$ cat config.mk
export PLATFORM = sky130hd
export DESIGN_NAME = pistormx_bus_arbiter
export DESIGN_NICKNAME = d
export VERILOG_FILES = /design/src/rtl/pistormx_arb_pkg.sv /design/src/rtl/pistormx_sync2.sv /design/src/rtl/pistormx_bus_arbiter.sv
export SDC_FILE = /design/constraint.sdc
export NUM_CORES = 1
export LEC_CHECK = 0
export ABC_AREA = 1
export BUFFER_PORTS_ARGS = -buffer_cell sky130_fd_sc_hd__buf_2
export CAP_MARGIN = 25
export CORE_UTILIZATION = 57
export DETAILED_ROUTE_END_ITERATION = 8
export PLACE_DENSITY_LB_ADDON = 0.25
export REMOVE_ABC_BUFFERS = 1
export SLEW_MARGIN = 0
export SYNTH_ARGS = -nofsm -noshare
export SYNTH_HDL_FRONTEND = slang
export SYNTH_HIERARCHICAL = 1
export SYNTH_SLANG_ARGS = --single-unit
$ cat constraint.sdc
create_clock -name M68K_CLK -period 2.08 [get_ports M68K_CLK]
set_input_delay 0 -clock M68K_CLK [delete_from_list [all_inputs] [get_ports M68K_CLK]]
set_output_delay 0 -clock M68K_CLK [all_outputs]
set_load 0.02 [all_outputs]
$ cat src/rtl/pistormx_arb_pkg.sv
// Shared types and constants for the PistormX bus-mastership arbiter:
// one-hot state encoding, default timing constants and counter sizing.
`default_nettype none

package pistormx_arb_pkg;

    typedef enum logic [4:0] {
        OWN      = 5'b00001,
        WAIT_END = 5'b00010,
        GRANT    = 5'b00100,
        DMA      = 5'b01000,
        HOLDOFF  = 5'b10000
    } arb_state_t;

    localparam int DEF_TIMEOUT_CYCLES = 255;
    localparam int DEF_HOLDOFF_CYCLES = 4;

    // Bits needed to hold the larger of the two cycle limits.
    function automatic int cnt_width(input int a, input int b);
        int m;
        m = (a > b) ? a : b;
        return (m < 1) ? 1 : $clog2(m + 1);
    endfunction

endpackage

`default_nettype wire

$ cat src/rtl/pistormx_sync2.sv
// Two-flop synchroniser with a selectable reset value, for asynchronous
// 68000 bus-arbitration inputs.
`default_nettype none

module pistormx_sync2 #(
    parameter logic RESET_VAL = 1'b1
) (
    input  logic clk,
    input  logic rst_n,
    input  logic d,
    output logic q
);

    logic meta;

    always_ff @(posedge clk or negedge rst_n) begin
        if (!rst_n) begin
            meta <= RESET_VAL;
            q    <= RESET_VAL;
        end else begin
            meta <= d;
            q    <= meta;
        end
    end

endmodule

`default_nettype wire

$ cat src/rtl/pistormx_bus_arbiter.sv
// 68000 BR/BG/BGACK bus-mastership arbiter gating the Pi transfer engine.
// Optional grant timeout enabled by defining ARB_GRANT_TIMEOUT_EN.
`default_nettype none

module pistormx_bus_arbiter
    import pistormx_arb_pkg::*;
#(
    parameter int TIMEOUT_CYCLES = DEF_TIMEOUT_CYCLES,
    parameter int HOLDOFF_CYCLES = DEF_HOLDOFF_CYCLES
) (
    input  logic M68K_CLK,
    input  logic M68K_RESET_n,
    input  logic M68K_BR_n,
    input  logic M68K_BGACK_n,
    output logic M68K_BG_n,
    input  logic CYC_REQ,
    input  logic CYC_ACTIVE,
    output logic CYC_ALLOW,
    output logic BUS_RELEASE,
    output logic DMA_ACTIVE,
    output logic ARB_TIMEOUT
);

    localparam int CW = cnt_width(TIMEOUT_CYCLES, HOLDOFF_CYCLES);

    logic          br_n_sync;
    logic          bgack_n_sync;
    logic          br;
    logic          bgack;
    arb_state_t    state;
    arb_state_t    nxt;
    logic [CW-1:0] cnt;
    logic          prev_active;
    logic          timeout_hit;
    logic          unused_cyc_req;

    // Pending-request status does not influence arbitration decisions.
    assign unused_cyc_req = CYC_REQ;

    pistormx_sync2 #(.RESET_VAL(1'b1)) u_sync_br (
        .clk   (M68K_CLK),
        .rst_n (M68K_RESET_n),
        .d     (M68K_BR_n),
        .q     (br_n_sync)
    );

    pistormx_sync2 #(.RESET_VAL(1'b1)) u_sync_bgack (
        .clk   (M68K_CLK),
        .rst_n (M68K_RESET_n),
        .d     (M68K_BGACK_n),
        .q     (bgack_n_sync)
    );

    assign br    = ~br_n_sync;
    assign bgack = ~bgack_n_sync;

    always_comb begin
        nxt         = state;
        timeout_hit = 1'b0;
        case (state)
            OWN: begin
                if (bgack)
                    nxt = DMA;
                else if (br)
                    nxt = WAIT_END;
            end
            WAIT_END: begin
                // Require CYC_ACTIVE low on two consecutive edges so a cycle
                // launched on the entry edge is seen before granting.
                if (!br)
                    nxt = OWN;
                else if (!CYC_ACTIVE && !prev_active)
                    nxt = GRANT;
            end
            GRANT: begin
                if (bgack)
                    nxt = DMA;
                else if (!br)
                    nxt = OWN;
`ifdef ARB_GRANT_TIMEOUT_EN
                else if (int'(cnt) + 1 >= TIMEOUT_CYCLES) begin
                    nxt         = HOLDOFF;
                    timeout_hit = 1'b1;
                end
`endif
            end
            DMA: begin
                if (!bgack)
                    nxt = (HOLDOFF_CYCLES == 0) ? OWN : HOLDOFF;
            end
            HOLDOFF: begin
                if (int'(cnt) + 1 >= HOLDOFF_CYCLES)
                    nxt = OWN;
            end
            default: nxt = OWN;
        endcase
    end

    always_ff @(posedge M68K_CLK or negedge M68K_RESET_n) begin
        if (!M68K_RESET_n) begin
            state       <= OWN;
            cnt         <= '0;
            prev_active <= 1'b0;
            M68K_BG_n   <= 1'b1;
            CYC_ALLOW   <= 1'b1;
            BUS_RELEASE <= 1'b0;
            DMA_ACTIVE  <= 1'b0;
            ARB_TIMEOUT <= 1'b0;
        end else begin
            state       <= nxt;
            prev_active <= CYC_ACTIVE;
            if (nxt != state)
                cnt <= '0;
            else if (cnt != '1)
                cnt <= cnt + 1'b1;
            // Outputs decoded from the next state so they change on the
            // same edge as the transition.
            M68K_BG_n   <= (nxt != GRANT);
            CYC_ALLOW   <= (nxt == OWN) || (nxt == HOLDOFF);
            BUS_RELEASE <= (nxt == GRANT) || (nxt == DMA);
            DMA_ACTIVE  <= (nxt == DMA);
            ARB_TIMEOUT <= timeout_hit;
        end
    end

endmodule

`default_nettype wire
Word level (Yosys, flattened, before mapping)

Cells that the tools add are included.

Output and inout port bits: 5
Bits of input ports: 6
Word-level logic and storage cells: 43
Bits in registers: 22

Mux-type cells: 11
Reduce and logical (&&, ||, !) cells: 6
Order comparisons: 1
Eq/ne operators: 12
Add/subtract/negate cells: 2

Operators by type and width:

| cell                                                  | count |
|---|---|
| 2-to-1 mux 5 bit                                      | 8 |
| one-hot mux 5 bit (5 select lines)                    | 1 |
| 2-to-1 mux 8 bit                                      | 2 |
| == test 5 x 1 -> 1 bit, second input constant         | 2 |
| == test 5 x 3 -> 1 bit, second input constant         | 2 |
| == test 5 x 4 -> 1 bit, second input constant         | 2 |
| == test 5 bit, second input constant                  | 2 |
| adder 8 x 1 -> 9 bit, second input constant           | 1 |
| >= comparator 9 x 3 -> 1 bit, second input constant   | 1 |
| adder 8 x 1 -> 8 bit, second input constant           | 1 |
| inequality test 8 bit, second input constant          | 1 |
| == test 5 x 2 -> 1 bit, second input constant         | 1 |
| inequality test 5 x 3 -> 1 bit, second input constant | 1 |
| inequality test 5 bit                                 | 1 |
| logical NOT 1 bit                                     | 2 |
| logical OR 1 bit                                      | 2 |
| nonzero test 2 bit                                    | 1 |
| logical AND 1 bit                                     | 1 |

Longest topological paths before layout

Depth after elaboration: 7
Gate-level depth with buffers: 13
Gate-level depth less buffers: 13

Hierarchy

Netlist, hierarchy kept.

By module, submodules not included:

| module               | cells an instance | sequential area each (um^2) | instances | area each (um^2) |
|---|---|---|---|---|
| pistormx_bus_arbiter | 144               | 454.2                       | 1         | 1081.0 |
| pistormx_sync2       | 2                 | 52.6                        | 2         | 52.6 |

Worst setup path after synthesis

No wires, ideal clock.

Kind: register -> register
Start point: register cnt[0]
End point: register cnt[0]
Data required time: 2.006 ns
Path buffers: 0
Stages on the path, launching flop included: 12
Period minus slack after synthesis: 1.706 ns
Path slack: 0.374 ns
Setup time: 0.074 ns
Arrival time: 1.632 ns
Cells stage by stage: dfrtp_1 ha_1 nand3_2 nor3_4 nor2_2 nand3_1 nand2_2 nand2_2 nand2_1 nand2_2 nand4_4 nor2_1

Cells in the longest elaborated chain, start to end: 6
Elaborated cells between the ends (all ways): 10
Those cells by class: add/sub (2); order compare (1); eq/ne (2); mux (4); reduce/logical (1)

Ends and longest elaborated chain:

| what                                                   | RTL line                    | text |
|---|---|---|
| start, declared                                        | pistormx_bus_arbiter.sv:32  | `logic [CW-1:0] cnt;` |
| start signal, assigned                                 | pistormx_bus_arbiter.sv:115 | `cnt <= cnt + 1'b1;` |
| adder 8 x 1 -> 9 bit (*)                               | pistormx_bus_arbiter.sv:92  | `if (int'(cnt) + 1 >= HOLDOFF_CYCLES)` |
| >= comparator 9 x 3 -> 1 bit (*)                       | pistormx_bus_arbiter.sv:92  |  |
| 2-to-1 mux 5 bit (*)                                   | pistormx_bus_arbiter.sv:92  |  |
| one-hot mux 5 bit (5 select lines) (*)                 | pistormx_bus_arbiter.sv:60  | `case (state)` |
| net nxt[0]                                             | pistormx_bus_arbiter.sv:31  | `arb_state_t nxt;` |
| inequality test 5 bit (*)                              | pistormx_bus_arbiter.sv:112 | `if (nxt != state)` |
| 2-to-1 mux 8 bit or nonzero test 2 bit (tied branches) | n/a                         |  |

Mark *: on every way through the listed nets, which the timed path passes. The rest lies on a longest branch. The select of a mux whose other input is x is not followed.
A chain may end at the register's enable or synchronous reset.

Final worst setup path

Start point: register cnt[0]
End point: register cnt[1]

Cells in the longest elaborated chain, start to end: 6
Elaborated cells between the ends (all ways): 10
Those cells by class: add/sub (2); order compare (1); eq/ne (2); mux (4); reduce/logical (1)

Ends and longest elaborated chain:

| what                                                   | RTL line |
|---|---|
| adder 8 x 1 -> 9 bit                                   | pistormx_bus_arbiter.sv:92 |
| >= comparator 9 x 3 -> 1 bit                           | pistormx_bus_arbiter.sv:92 |
| 2-to-1 mux 5 bit                                       | pistormx_bus_arbiter.sv:92 |
| one-hot mux 5 bit (5 select lines)                     | pistormx_bus_arbiter.sv:60 |
| inequality test 5 bit                                  | pistormx_bus_arbiter.sv:112 |
| 2-to-1 mux 8 bit or nonzero test 2 bit (tied branches) | n/a |

Parallel ways exist; a longest one is shown, timed or not. The select of a mux whose other input is x is not followed.

==> impl_metrics.tcl <==
set metrics [dict create \
    status "finished, final reports clean" \
    yosys_warnings 6 \
    cp_max_fo 8 \
    hold_violations 0 \
    synth_area_um2 1186 \
    cp_num_buf_inv 0 \
    slowest_delay_ns 0.44 \
    cts.reportedPaths.clkPinSlew_ns 0.12 \
    regMostFlops "cnt" \
    fin_skew_ns 0.003243 \
    ys_seq_elements 22 \
    dieArea_um2 2267 \
    fin_ws_ns 0.1919 \
    antenna_cells 0 \
    fin_cells 190 \
    die_w_um 47.62 \
    total_leakage_power_nw 0.6702 \
    seq_area_frac_synth_pct 47.15 \
    area_growth_syn_to_layout_pct 13.29 \
    grt_max_degree 23 \
    htreeDepth 1 \
    cts_buffer_depth 2 \
    multiInputGateArea_um2 528.0 \
    hold_class "input port to asynchronous set/reset pin" \
    rr_worst_depth 9 \
    syn_inst 148 \
    hold_slack_ns 0.1421 \
    critPathTopFamily "simple AND/OR/NAND/NOR gates" \
    final-seq-area_um2 559.3 \
    vias 969 \
    core.rowCount 16 \
    synth_cell_types 26 \
    synth_top_area_share_pct 31.65 \
    totalWireLength_um 2063 \
    cts_buffers 3 \
    drc 0 \
    finalSetupViolCount 0 \
    portBuffers 8 \
    period_needed_ns 1.888 \
    synth_edf_count 0 \
    synth_compound_area_share_pct 4.641 \
    wl_per_cell_um 10.86 \
    synth_area_leader_cell "dfrtp_1" \
    crit_chain "ha_1 -> nand3_2 -> o21bai_1 -> nand2_1 -> nor2_1 -> nand4_1 -> o21ai_0 -> nand4_4 -> nor2_1" \
    cp.arrival_ns 2.15 \
    core_area_um2 1962 \
    cts_tree "yes" \
    synthMuxAreaShare_pct 0.8439 \
    largest_registers "cnt x8, state x5" \
    r2r-start "cnt[0]" \
    ff2ff_setup_slack_ns 0.19 \
    synth_fa_ha_area_share_pct 2.110 \
    clkLatencyLatePin_ns 0.32 \
    synth_top_family_by_area "simple AND/OR/NAND/NOR gates" \
    largest_reg_flops 8 \
    critPathKind "register to register" \
    cts_sinks 22 \
    rsz0062_at_grt "false" \
    end_kind "register" \
    synthXorXnorAreaFrac_pct 1.477 \
    gp_congestion 0.8926 \
    period_share_pct 90.77 \
    grt_pass1_wl_um 3463 \
    drive_above_1_share_pct 18.40 \
    place_inst 182 \
    max_freq_mhz 529.6 \
    crit_required_ns 2.34 \
    first_iter_violations 18 \
    post_cts_buffers 0 \
    cpMostUsedCell "nor2_1" \
    drv_slew 0 \
    synth_area_leaders "dfrtp_1 32%, dfstp_2 16%, nand2_1 9.2%" \
    ant_nets 0 \
    grt_usage_pct 22.08 \
    fin_tns_setup_ns 0 \
    start_kind "register" \
    total_power_mw 1.494 \
    antenna_found_initial 0 \
    powerDensity_nw_per_um2 1111 \
    dp_hpwl_um 1472 \
    grt_pass1_vias 873 \
    fillCellCount 184 \
    synthSimpleGateAreaFrac_pct 34.92 \
    root_buffer "clkbuf_4" \
    io_pins 11 \
    grt.overflow.total 0 \
    ir_drop_mv 0.7062 \
    fin_nets 172 \
    rr_endpoint "cnt[1]" \
    dp_slack_ns 0.2257 \
    viasPerCell 5.100 \
    start_util_pct 60.46 \
    drv_cap 0 \
    die_y_um 47.62 \
    ys_async_sr_fraction_pct 100.0 \
    slowest_stage "dfrtp_1" \
    firstDrtPassIters 6 \
    synth_ff_type "dfrtp_1" \
    synth.avg_cell_area_um2 8.014 \
]
## metrics by stage
stage | cell area, um^2 | utilization (%)
6_report | 1344 | 68.49
3_3_place_gp | 1249 | 63.65
4_1_cts | 1341 | 68.37
5_1_grt | 1344 | 68.49
2_1_floorplan | 1167 | -
3_5_place_dp | 1249 | 63.65
## final cells by class
cell class / count / share of cell area, %
multi-input cells: 102 / 39.29
clock buffers: 3 / 1.676
well taps: 27 / 2.514
repair buffers: 13 / 6.518
inverters: 22 / 6.145
clock inverters: 1 / 2.235
flip-flops and latches: 22 / 41.62
## synth_stat cells (2+ instances only)
library cell / count
dfstp_2: 7
dfrtp_1: 15
nand3_1: 14
nand2_2: 3
nor2_1: 26
nor3_1: 2
inv_1: 22
a21oi_1: 3
ha_1: 2
nand4_1: 6
o21ai_0: 5
nand2_1: 29
## cells in the final DEF, fill, tap and decap left out, types with 4 or more instances in the layout
cell type      count
inv_1             22
nand4_1            6
buf_2              8
nand2_1           29
nor2_1            25
dlygate4sd3_1      4
nand3_1           14
dfrtp_1           15
o21ai_0            5
dfstp_2            7
## worst max path at each step
stage	startpoint	endpoint	slack, ns	cells past startpoint
after floorplan	cnt[0]	cnt[0]	0.37	11
after global placement	cnt[0]	cnt[0]	0.25	9
after detailed placement	cnt[1]	cnt[0]	0.23	9
after CTS	cnt[1]	cnt[0]	0.20	9
after global routing	state[2]	cnt[6]	0.008	11
final	cnt[0]	cnt[1]	0.19	9
## repair_timing
action / CTS / global route
hold endpoints to repair: 25 / 0
hold buffers: 4 / 0
resized for setup: 0 / 1
setup endpoints to repair: 0 / 8
## cells by family (layout without fill, tap and decap cells)
logic type	count (synthesis)	after routing
simple gates	86	86
buf+inv	24	39
flops	22	22
compound gates	10	10
fa+ha+maj	2	2
xor+xnor	2	2
other cells	1	1
mux	1	1
## routing by layer
metal / GRT usage (%) / wire length [um] / up-vias
met5: 0 / 0 / -
met4: 6.667 / 26 / 0
met3: 8.302 / 108 / 5
met2: 35.62 / 974 / 22
met1: 27.75 / 954 / 444
li1: - / - / 498
## report_power, final
part / leakage (nW) / switching [mW] / internal (mW)
Sequential: 0.276 / 0.0621 / 0.525
Combinational: 0.366 / 0.383 / 0.196
Clock: 0.0279 / 0.133 / 0.195
Total: 0.670 / 0.578 / 0.916
Power figures use the tool's default switching activity.
